==> config.mk <==
export PLATFORM = sky130hd
export DESIGN_NAME = gray_ptr_sync_decoder
export DESIGN_NICKNAME = d
export VERILOG_FILES = /design/src/rtl/gray_ptr_sync_decoder.sv
export SDC_FILE = /design/constraint.sdc
export NUM_CORES = 1
export LEC_CHECK = 0
export ABC_AREA = 1
export BUFFER_PORTS_ARGS = -buffer_cell sky130_fd_sc_hd__clkbuf_2
export CAP_MARGIN = 10
export CORE_ASPECT_RATIO = 0.8
export CORE_MARGIN = 8
export CORE_UTILIZATION = 50
export CTS_CLUSTER_DIAMETER = 50
export DETAILED_ROUTE_END_ITERATION = 12
export GPL_TIMING_DRIVEN = 1
export PLACE_DENSITY = 0.82
export SLEW_MARGIN = 10
export SYNTH_ARGS = -nofsm -noshare
export SYNTH_HDL_FRONTEND = slang
export SYNTH_SLANG_ARGS = --single-unit
==> constraint.sdc <==
create_clock -name clk -period 1.38 [get_ports clk]
set_input_delay 0.414 -clock clk [delete_from_list [all_inputs] [get_ports clk]]
set_output_delay 0.414 -clock clk [all_outputs]
set_load 0.1 [all_outputs]
==> src/rtl/gray_ptr_sync_decoder.sv <==
// Resynchronises a foreign-domain gray pointer, decodes it to binary and presents each new
// value with its delta over a valid/ready handshake. Define GRAY_SYNC_ERR_CHK_EN for err_o.
module gray_ptr_sync_decoder #(
  parameter int unsigned VEC_W       = 4,
  parameter int unsigned SYNC_STAGES = 2
) (
  input  logic             clk,
  input  logic             reset_n,
  input  logic [VEC_W-1:0] gray_i,
  input  logic             ready_i,
  output logic             valid_o,
  output logic [VEC_W-1:0] bin_o,
  output logic [VEC_W-1:0] delta_o,
  output logic             err_o
);

  typedef enum logic [0:0] {StIdle, StPresent} state_e;

  logic [VEC_W-1:0] sync_q [SYNC_STAGES];
  logic [VEC_W-1:0] sync_gray;
  logic [VEC_W-1:0] dec_d, dec_q;
  logic [VEC_W-1:0] acc_d, acc_q;
  logic [VEC_W-1:0] bin_d, bin_q;
  logic [VEC_W-1:0] delta_d, delta_q;
  logic             valid_d, valid_q;
  state_e           state_d, state_q;

  // Plain flop chain: nothing may sit between stages.
  always_ff @(posedge clk) begin
    if (!reset_n) begin
      for (int unsigned i = 0; i < SYNC_STAGES; i++) begin
        sync_q[i] <= '0;
      end
    end else begin
      sync_q[0] <= gray_i;
      for (int unsigned i = 1; i < SYNC_STAGES; i++) begin
        sync_q[i] <= sync_q[i-1];
      end
    end
  end

  assign sync_gray = sync_q[SYNC_STAGES-1];

  always_comb begin
    dec_d = '0;
    for (int unsigned i = 0; i < VEC_W; i++) begin
      dec_d[i] = ^(sync_gray >> i);
    end
  end

  always_comb begin
    state_d = state_q;
    acc_d   = acc_q;
    bin_d   = bin_q;
    delta_d = delta_q;
    valid_d = valid_q;
    unique case (state_q)
      StIdle: begin
        if (dec_q != acc_q) begin
          bin_d   = dec_q;
          delta_d = dec_q - acc_q;
          valid_d = 1'b1;
          state_d = StPresent;
        end
      end
      StPresent: begin
        if (ready_i) begin
          acc_d = bin_q;
          // Back-to-back: anything absorbed while stalled is reported right away.
          if (dec_q != bin_q) begin
            bin_d   = dec_q;
            delta_d = dec_q - bin_q;
          end else begin
            valid_d = 1'b0;
            state_d = StIdle;
          end
        end
      end
      default: begin
        state_d = StIdle;
        valid_d = 1'b0;
      end
    endcase
  end

  always_ff @(posedge clk) begin
    if (!reset_n) begin
      dec_q   <= '0;
      acc_q   <= '0;
      bin_q   <= '0;
      delta_q <= '0;
      valid_q <= 1'b0;
      state_q <= StIdle;
    end else begin
      dec_q   <= dec_d;
      acc_q   <= acc_d;
      bin_q   <= bin_d;
      delta_q <= delta_d;
      valid_q <= valid_d;
      state_q <= state_d;
    end
  end

  assign valid_o = valid_q;
  assign bin_o   = bin_q;
  assign delta_o = delta_q;

`ifdef GRAY_SYNC_ERR_CHK_EN
  logic [VEC_W-1:0] prev_q;
  logic             err_d, err_q;
  int unsigned      flips;

  // A legal gray step flips at most one bit between consecutive synced samples.
  always_comb begin
    flips = 0;
    for (int unsigned i = 0; i < VEC_W; i++) begin
      flips = flips + {31'd0, sync_gray[i] ^ prev_q[i]};
    end
    err_d = (flips > 1);
  end

  always_ff @(posedge clk) begin
    if (!reset_n) begin
      prev_q <= '0;
      err_q  <= 1'b0;
    end else begin
      prev_q <= sync_gray;
      err_q  <= err_d;
    end
  end

  assign err_o = err_q;
`else
  assign err_o = 1'b0;
`endif

endmodule

# Word-level counts from Yosys, hierarchy flattened
# Memory sizes are Yosys's and may differ from the RTL's.
# Index checks and enable logic that the tools add are counted.
# totals
ramBits	8
inputBits	7
output_inout_bits	10
reg_bits	18
wordCells	45
n_memories	1
# mem_list
memory	words	width	rd	rd_clocked_by_memory_dff	write_ports	line	rtl
sync_q	2	4	2	0	2	19	logic [VEC_W-1:0] sync_q [SYNC_STAGES];
# classes
mux	20
n_eq_ne	6
reduce_logical	7
bitwise	3
addsub	2
# ops
op	count
4-bit two-way mux	8
4-bit one-hot mux with 2 select lines	2
4-bit XOR reduction	4
1-bit two-way mux	8
4-bit != test	2
4-bit subtractor	2
2-bit != test (second input constant)	3
3-bit AND reduction	2
1-bit one-hot mux with 2 select lines	2
2-bit by 1-bit != test with 1-bit output (second input constant)	1
1-bit bitwise OR	2
2-bit AND reduction	1
1-bit inverter	1

# Logic depth before layout (Yosys ltp)
# Gate-level depths: netlist of the first run.
# depth
depth_word	4
ltp_mapped	11
depth_no_buf	11

# Least setup slack after synthesis of the first run
# OpenSTA, ideal clock, no wires.
# synth_path
path_type	register to register
from	register bin_q[1], in the netlist bin_o[1]
to	register delta_q[0], in the netlist delta_o[0]
path_buffers	1
setup_time_ns	0.119
required_ns	1.261
arrival_time_ns	2.126
synth_period_minus_slack_ns	2.245
path_slack_ns	-0.865
path_stages_with_launch	11
path_cell_list	dfxtp_1 -> inv_1 -> ha_1 -> nand2_1 -> nor2_1 -> nand2_1 -> nand2_1 -> nand2_2 -> buf_6 -> a21oi_1 -> nor2_1
# synth_between
elab_chain_cells	3
# synth_rtl
element	line	rtl
start, declared	23	logic [VEC_W-1:0] bin_d, bin_q;
start signal, assigned	97	bin_q <= bin_d;
4-bit != test	70	if (dec_q != bin_q) begin
2-bit by 1-bit != test with 1-bit output (no line)	--	
3-bit AND reduction (no line)	--	
end signal, assigned	98	delta_q <= delta_d;
end, declared	24	logic [VEC_W-1:0] delta_d, delta_q;
# No other way between the ends.
# A chain may end at the register's enable or synchronous reset.

# Worst setup path in the final report of the first run
# layout_path
from	register dec_q[0]
to	register delta_q[1], in the netlist delta_o[1]
# layout_between
elab_chain_cells	4
word_cells_on_any_way	11
classes_between	add/sub (2); eq/ne (4); mux (4); reduce/logical (1)
# layout_rtl
element	line	rtl
start, declared	21	logic [VEC_W-1:0] dec_d, dec_q;
start signal, assigned	88	dec_q <= '0;
start signal, assigned	95	dec_q <= dec_d;
4-bit subtractor	72	delta_d = dec_q - bin_q;
4-bit two-way mux	70	
4-bit two-way mux	67	if (ready_i) begin
4-bit one-hot mux with 2 select lines	57	unique case (state_q)
# Parallel ways exist; a longest one is shown, timed or not. The select of a mux whose other input is x is not followed.

==> results.cfg, run 1 <==
[synthesis]
synth_commonest_cells = nand2_1 (44), dfxtp_1 (26), inv_1 (24)
ys_warn_count = 0
syn_area_sq_um = 1240
synth_seq_cells = 26
yosysMostFrequentCell = nand2_1
syn_inst = 168
synth.top_cell.area_share = 0.421
synthFlopType = dfxtp_1
synth_fp_nets = 183
synth_edf_count = 0
yosysUniqueCellTypes = 21
async_flop_share = 0
avgSynthCellArea_sq_um = 7.37
seq_area_frac_synth = 0.421
synth_area_leaders = dfxtp_1 (42%), nand2_1 (13%), inv_1 (7.3%), a21oi_1 (6.5%), ha_1 (6.1%)
synth_largest_area_cell = dfxtp_1

[pwr]
power.internal_mw = 1.93
p_sw_frac = 0.448
power_frac_comb = 0.583
seqPwrFrac = 0.285
p_leak_nw = 0.893
irDropWorstVdd_v = 0.00150
clkPwrFrac = 0.132
powerDensity_nw_per_um2 = 1840
power.switching_mw = 1.56

[global_routing]
grt_use_total = 0.166
antenna_found_initial = 0
first_global_vias = 1245
grt_max_degree = 16
overflow = 0
grt_pass1_wl_mm = 5.62

[clocking]
clock_sinks = 26
clock_path_buffers = 2
numCtsBuffers = 3
cts_max_level = 1
clock_tree.root_cell = clkbuf_4
cts-hold-fix-buffers = 0
clk_pin_slew_worst_paths_ps = 160
tritoncts = built
clk_latency_ps = 340

[floorplanning]
design.core.area_sq_um = 2400
start_util = 0.515
design.die.area_sq_um = 4330
die_w_um = 71.6
die_h_um = 60.5
io_pins = 17
num_rows = 16

[routing]
remaining_drc_errors = 0
detail-route-antenna-nets = 0
avgRoutedWirePerCell_um = 15.0
num_vias = 1219
drt_first_pass_iters = 4
drt_wl_total_mm = 3.51
drt_iter0_markers = 53
viasPerCell = 5.21

[sta]
slew_viol_final = 0
hold_viol_final = 0
max_freq_mhz = 617
period_share = 1.18
setup_viol = 11
layout_setup_ws_ps = -242
rsz0062_at_grt = yes
period_needed_ps = 1620
skew_ps = 21.4

[finish]
fill_cells = 151
final_util = 0.790
area_growth_pct = 53.4
seqCellArea_sq_um = 552
drive_gt1_frac = 0.444
antenna_cells = 0
layout.nets = 223
multi_input_area_sq_um = 734
stdcell_area_sq_um = 1900

[worst_setup_path]
cp_max_fo = 2
crit_type = flop to flop
regToRegSetupSlack_ps = -240
r2r_end = delta_o[1]$_SDFFE_PN0P_
critPathSlowestCell = fa_2
required_ps = 1640
path_cells = inv_4, ha_4, fa_2, nor2_2, a21oi_2, nand3_1, nand2_1, nor2_1
r2r_cells = 8
max_stage_delay_ps = 520
rr_startpoint = dec_q[0]$_SDFF_PN0_
worstSetupEndpointType = flop
cp.arrival_ps = 1880
cp-start-kind = flop

[outcome]
outcome = finished with violations
violations = setup timing

[worst_hold_path]
hold_depth = 3
hp-class = primary input to flop
min_from = gray_i[0]
whs_endpoint = sync_q[0][0]$_SDFF_PN0_

[place]
hpwl_mm = 2.23
placed_cell_area_sq_um = 1630
portBuffers = 15
gp_congestion = 0.881

[run]
drv_cap = 0
==> registers in the layout, indices dropped and copies added (netlist names) <==
register / flops
dec_q: 4
valid_o: 1
acc_q: 4
state_q: 1
sync_q: 8
delta_o: 4
bin_o: 4
==> per-layer routing <==
metal  vias up  routed length, um  global-route usage
li1        599                  -                   -
met4         0                130              0.0812
met5         -                  0                   0
met1       556               1350               0.168
met3        15                177              0.0380
met2        49               1850               0.317
==> power groups by stage <==
stage / Clock, mW / Sequential, mW / Combinational [mW]
after floorplan: 0 / 1.45 / 0.638
after global placement: 0 / 0.985 / 1.59
after detailed placement: 0 / 0.994 / 1.64
after CTS: 0.460 / 0.987 / 1.84
after global routing: 0.496 / 1.01 / 2.14
final: 0.461 / 0.995 / 2.03
==> critical path, delay by kind of cell, from the launching register on <==
kind / cells / cell delay [ps]
adder cells (fa/ha/maj): 2 / 680
flip-flops: 1 / 400
AND/OR/NAND/NOR: 4 / 260
AO/OA/AOI/OAI: 1 / 140
buffers and inverters: 1 / 60
==> cell type report <==
| cell class | count | area share |
|---|---|---|
| clock buffers | 4 | 0.0250 |
| repair buffers | 41 | 0.227 |
| flip-flops and latches | 26 | 0.291 |
| multi-input cells | 111 | 0.387 |
| inverters | 25 | 0.0521 |
| well taps | 27 | 0.0178 |
==> repair_timing <==
item / in CTS / in global routing
endpoints found under the setup margin: 13 / 18
endpoints found under the hold margin: 0 / 0
pin swaps: 8 / 6
gates cloned: 0 / 0
gates resized for setup: 23 / 26
buffers inserted: 8 / 6
==> metrics by stage <==
| step | hold slack, ps | setup TNS (ps) | power (mW) | instances | worst slack [ps] |
|---|---|---|---|---|---|
| after floorplan | 390 | -1700 | 2.09 | 168 | -232 |
| after global placement | 397 | -1150 | 2.57 | 220 | -255 |
| after detailed placement | 406 | -1510 | 2.63 | 220 | -287 |
| after CTS | 264 | -1260 | 3.29 | 232 | -192 |
| after global routing | 259 | -2460 | 3.64 | 234 | -317 |
| final | 269 | -1570 | 3.49 | 234 | -242 |
==> cells in the final DEF (no fill, tap or decap), types with 7 or more instances in the layout <==
master,netlist,layout
a21oi_1,16,10
buf_12,0,9
buf_4,1,19
buf_6,2,7
dfxtp_1,26,13
dfxtp_2,0,7
inv_1,24,17
nand2_1,44,40
nand3_1,12,11
nor2_1,14,12
==> worst max-delay path by stage <==
stage                                startpoint                 endpoint  slack [ps]  cells after the start
final                       dec_q[0]$_SDFF_PN0_  delta_o[1]$_SDFFE_PN0P_        -240                      8
after global routing        dec_q[0]$_SDFF_PN0_  delta_o[1]$_SDFFE_PN0P_        -320                      8
after CTS                   dec_q[0]$_SDFF_PN0_  delta_o[1]$_SDFFE_PN0P_        -190                      8
after detailed placement    dec_q[0]$_SDFF_PN0_  delta_o[2]$_SDFFE_PN0P_        -290                      8
after global placement      dec_q[0]$_SDFF_PN0_  delta_o[2]$_SDFFE_PN0P_        -260                      8
after floorplan           bin_o[1]$_SDFFE_PN0P_  delta_o[0]$_SDFFE_PN0P_        -230                     10
==> logic make-up after synthesis <==
family / synth area share
flops: 0.421
simple gates: 0.251
compound gates: 0.0940
xor+xnor: 0.0283
other cells: 0.00303
fa+ha+maj: 0.0930
buf+inv: 0.110
(Power assumes the default switching activity.)
==> run 2, diff against run 1 <==
SETUP_SLACK_MARGIN = 0.2   (was unset)
==> run 2 against run 1 <==
The flow still finishes with violations (setup timing). Register-to-register slack worse by 70 ps. Sequential power hardly changed. Count of clock-buffer cells in the layout stayed put. Clock power is 2% higher. Design area is 5.4% higher. Core utilization is 4.3 points higher. Global-route usage is 0.23 points lower. Combinational power is 13% higher. Critical path depth stayed put. Wire length is 27% higher. Critical path type unchanged. Largest cell class unchanged.
==> results.cfg, run 2 (synthesis gave the netlist of run 1 again) <==
[worst_setup_path]
r2r_cells = 8
crit_type = flop to flop
worstSetupEndpointType = flop
cp-start-kind = flop
required_ps = 1640
cp_max_fo = 2
cp.arrival_ps = 1960

[outcome]
violations = setup timing
outcome = finished with violations

[clocking]
clk_pin_slew_worst_paths_ps = 160
tritoncts = built
cts_max_level = 1
numCtsBuffers = 3
clock_path_buffers = 2
clock_sinks = 26
clk_latency_ps = 350
clock_tree.root_cell = clkbuf_4

[global_routing]
met3_usage = 0.0446
grt_pass1_wl_mm = 5.56
overflow = 0
grt_use_met1 = 0.182
grt_use_total = 0.163
use_met2 = 0.295
antenna_found_initial = 0
grt-busiest-layer = met2
first_global_vias = 1227
grt_max_degree = 16

[sta]
period_needed_ps = 1690
setup_viol = 13
max_freq_mhz = 590
skew_ps = 25.1
hold_viol_final = 0
period_share = 1.23
layout_setup_ws_ps = -314
slew_viol_final = 0
rsz0062_at_grt = yes
timing.hold.ws_ps = 261
fin_tns_setup_ps = -2650

[floorplanning]
design.die.area_sq_um = 4330
io_pins = 17
design.core.area_sq_um = 2400
start_util = 0.515
num_rows = 16
die_h_um = 60.5
die_w_um = 71.6

[finish]
largest_register_ffs = 8
antenna_cells = 0
fill_cells = 119
layout_commonest_cell = nand2_1
final_cell_mix = nand2_1 (35), buf_4 (22), inv_1 (17)
area_growth_pct = 61.7
largest-register = sync_q
layout.nets = 228
drive_gt1_frac = 0.519

[routing]
avgRoutedWirePerCell_um = 18.6
num_vias = 1333
remaining_drc_errors = 0
drt_iter0_markers = 128
drt_wl_total_mm = 4.44
viasPerCell = 5.58
detail-route-antenna-nets = 0
drt_first_pass_iters = 4

[pwr]
irDropWorstVdd_v = 0.00113
powerDensity_nw_per_um2 = 1880
p_leak_nw = 0.926

[place]
hpwl_mm = 2.22
gp_congestion = 0.879
portBuffers = 15

[worst_hold_path]
hold_depth = 3
hp-class = primary input to flop

[run]
drv_cap = 0
## run 2: cell types whose count changed in the layout (fill, tap and decap cells not counted), sizes merged
cell and delta:
buf +5
## run 2: repair_timing
item                                    in CTS  in global routing
endpoints found under the setup margin      19                 23
pin swaps                                   13                 12
gates resized for setup                     39                 19
gates cloned                                 0                  0
hold buffers                                 0                  0
buffers inserted                             7                  6
## run 2: area by class of cell
class | instances | area (sq um) | area share
inverters | 25 | 98.8 | 0.0494
repair buffers | 46 | 477 | 0.238
well taps | 27 | 33.8 | 0.0169
clock buffers | 4 | 47.5 | 0.0238
flip-flops and latches | 26 | 556 | 0.278
multi-input cells | 111 | 788 | 0.394
## run 2: stage by stage
| step | cell area (sq um) | cells | setup WS (ps) | util | power [mW] |
|---|---|---|---|---|---|
| 2_1_floorplan | 1320 | 168 | -228 | - | 2.10 |
| 3_3_place_gp | 1650 | 222 | -245 | 0.688 | 2.63 |
| 3_5_place_dp | 1650 | 222 | -298 | 0.688 | 2.68 |
| 4_1_cts | 1890 | 233 | -189 | 0.786 | 3.41 |
| 5_1_grt | 2000 | 239 | -346 | 0.833 | 3.91 |
| 6_report | 2000 | 239 | -314 | 0.833 | 3.77 |
## run 2: path summary, 6_finish.rpt
check                     startpoint                 endpoint  slack [ps]
max              dec_q[0]$_SDFF_PN0_  delta_o[1]$_SDFFE_PN0P_        -310
min                        gray_i[1]  sync_q[0][1]$_SDFF_PN0_         260
max reg2reg      dec_q[0]$_SDFF_PN0_  delta_o[1]$_SDFFE_PN0P_        -310
min reg2reg  sync_q[0][0]$_SDFF_PN0_  sync_q[0][4]$_SDFF_PN0_         430
## run 2: where the power goes
group	switching [mW]	internal [mW]
Clock	0.247	0.222
Combinational	1.36	0.934
Sequential	0.124	0.884
Total	1.73	2.04
## run 2: worst max-delay path, cell delays in order, from the launching register on
cell     delay (ps)
dfxtp_2         400
inv_4            60
ha_4            160
fa_2            520
nor2_2           40
a21oi_2         140
nand3_1         110
nand2_1         110
nor2_1           60
## run 2: routing by layer
layer | wire, um | vias up
met3 | 291 | 23
met4 | 121 | 0
li1 | - | 610
met1 | 1740 | 630
met2 | 2290 | 70
met5 | 0 | -
==> run 3, diff against run 2 <==
CORE_UTILIZATION = 59   (was 50)
PLACE_DENSITY = unset   (was 0.82)
PLACE_DENSITY_LB_ADDON = 0.1   (was unset)
clock period = 2.15 ns   (was 1.38 ns; I/O delays follow)
==> run 3 against run 2 <==
The flow now finishes without violations. Register-to-register slack gained 720 ps. Hold slack gained 160 ps. Count of clock-buffer cells in the layout shrank 1. Critical path depth shrank 7. Global-route usage shrank 2.3 points. Worst setup slack gained 610 ps. Wire length shrank 42%. Clock skew shrank 21 ps. Via count shrank 20%. Final cell count shrank 14%. Sequential power shrank 39%. Die area shrank 12%. Highest routed layer unchanged.
==> results.cfg, run 3 (synthesis gave the netlist of run 1 again) <==
[worst_setup_path]
regToRegSetupSlack_ps = 410
path_buf_inv = 1
crit_type = flop to output pin
cp.arrival_ps = 1210
max_stage_delay_ps = 460
critPathSlowestCell = buf_2
cp_max_fo = 6
cp-start-kind = flop
critPathTopFamily = buffers and inverters
required_ps = 1500
worstSetupEndpointType = output pin
path_cells = buf_2

[sta]
hold_viol_final = 0
rsz0062_at_grt = no
skew_ps = 4.46
tightest_slew_ps = 544
slew_viol_final = 0
slew-limit-headroom = 0.639
setup_viol = 0
period_needed_ps = 1850
fin_tns_setup_ps = 0
max_freq_mhz = 540
period_share = 0.862

[floorplanning]
design.die.area_sq_um = 3830
die_h_um = 57.0
design.core.area_sq_um = 2060
start_util = 0.599
die_w_um = 67.2
num_rows = 15
io_pins = 17

[finish]
largest_register_ffs = 8
fill_cells = 196
layout_commonest_cell = nand2_1
final_util = 0.658
area_growth_pct = 9.71
antenna_cells = 0
final_cell_mix = nand2_1 (44), inv_1 (24), dfxtp_1 (23)
seqCellArea_sq_um = 524
layout.nets = 197
multi_input_area_sq_um = 581
instances_no_fill = 206
largest-register = sync_q
stdcell_area_sq_um = 1360
drive_gt1_frac = 0.144

[routing]
wl_met1_mm = 1.20
drt_iter0_markers = 50
routed.top_layer = met4
viasPerCell = 5.15
num_vias = 1061
drt_wl_total_mm = 2.58
met2_length_mm = 1.18
wl_met3_um = 170
remaining_drc_errors = 0
avgRoutedWirePerCell_um = 12.5
detail-route-antenna-nets = 0
drt_first_pass_iters = 4

[place]
gp_congestion = 0.940
hpwl_mm = 1.88
portBuffers = 15
placed_cell_area_sq_um = 1310
place_inst = 202

[global_routing]
grt_pass1_wl_mm = 4.18
first_global_vias = 986
grt_max_degree = 20
antenna_found_initial = 0
overflow = 0
grt_use_total = 0.140

[pwr]
power_frac_comb = 0.453
power.switching_mw = 0.809
power.internal_mw = 0.922
p_sw_frac = 0.467
clkPwrFrac = 0.193
p_leak_nw = 0.703
seqPwrFrac = 0.354
powerDensity_nw_per_um2 = 1280
irDropWorstVdd_v = 0.00111

[clocking]
clock_sinks = 26
clk_pin_slew_worst_paths_ps = 140
clk_latency_ps = 320
tritoncts = built
cts_max_level = 1
clock_tree.root_cell = clkbuf_4
cts-hold-fix-buffers = 0
clock_path_buffers = 2
numCtsBuffers = 3

[run]
drv_cap = 0

[worst_hold_path]
hp-class = flop to flop

[outcome]
outcome = finished clean
## run 3: changes by cell type in the layout (fill, tap and decap cells not counted), moves of 8 or more
cell | previous run | this run
a21oi_1 | 6 | 16
a21oi_2 | 10 | 0
buf_12 | 9 | 0
buf_4 | 22 | 0
buf_6 | 9 | 0
clkbuf_2 | 6 | 14
dfxtp_1 | 12 | 23
nand2_1 | 35 | 44
## run 3: timing repair
action,in CTS,in global routing
buffers inserted,0,0
resized for setup,0,1
setup endpoints to repair,0,1
## run 3: metrics by stage
step                power [mW]  hold slack, ps  worst slack [ps]
floorplan                 1.30             390               274
global placement          1.39             394               477
detailed placement        1.40             398               464
CTS                       1.73             427               251
global route              1.83             445               228
finish                    1.73             425               298
## run 3: final timing paths
kind | from | endpoint | cells after the start
setup / recovery | bin_o[3]$_SDFFE_PN0P_ | bin_o[3] | 1
hold / removal | sync_q[0][3]$_SDFF_PN0_ | sync_q[0][7]$_SDFF_PN0_ | 2
setup reg to reg | bin_o[2]$_SDFFE_PN0P_ | delta_o[3]$_SDFFE_PN0P_ | 11
hold reg to reg | sync_q[0][3]$_SDFF_PN0_ | sync_q[0][7]$_SDFF_PN0_ | 2
## run 3: area by class of cell
class | count | area share
well taps | 25 | 0.0230
flip-flops and latches | 26 | 0.386
clock inverters | 1 | 0.0221
repair buffers | 15 | 0.0553
clock buffers | 3 | 0.0166
multi-input cells | 111 | 0.428
inverters | 25 | 0.0691
## run 3: power groups by stage
| stage | logic [mW] | clock network [mW] | registers [mW] |
|---|---|---|---|
| 6_report | 0.785 | 0.333 | 0.613 |
| 5_1_grt | 0.848 | 0.354 | 0.623 |
| 4_1_cts | 0.782 | 0.337 | 0.614 |
| 3_5_place_dp | 0.776 | 0 | 0.624 |
| 3_3_place_gp | 0.770 | 0 | 0.620 |
| 2_1_floorplan | 0.377 | 0 | 0.922 |
## run 3: per-layer routing
| metal | GRT usage | vias up |
|---|---|---|
| li1 | - | 542 |
| met1 | 0.170 | 489 |
| met2 | 0.222 | 26 |
| met3 | 0.0586 | 4 |
| met4 | 0.0357 | 0 |
| met5 | 0 | - |
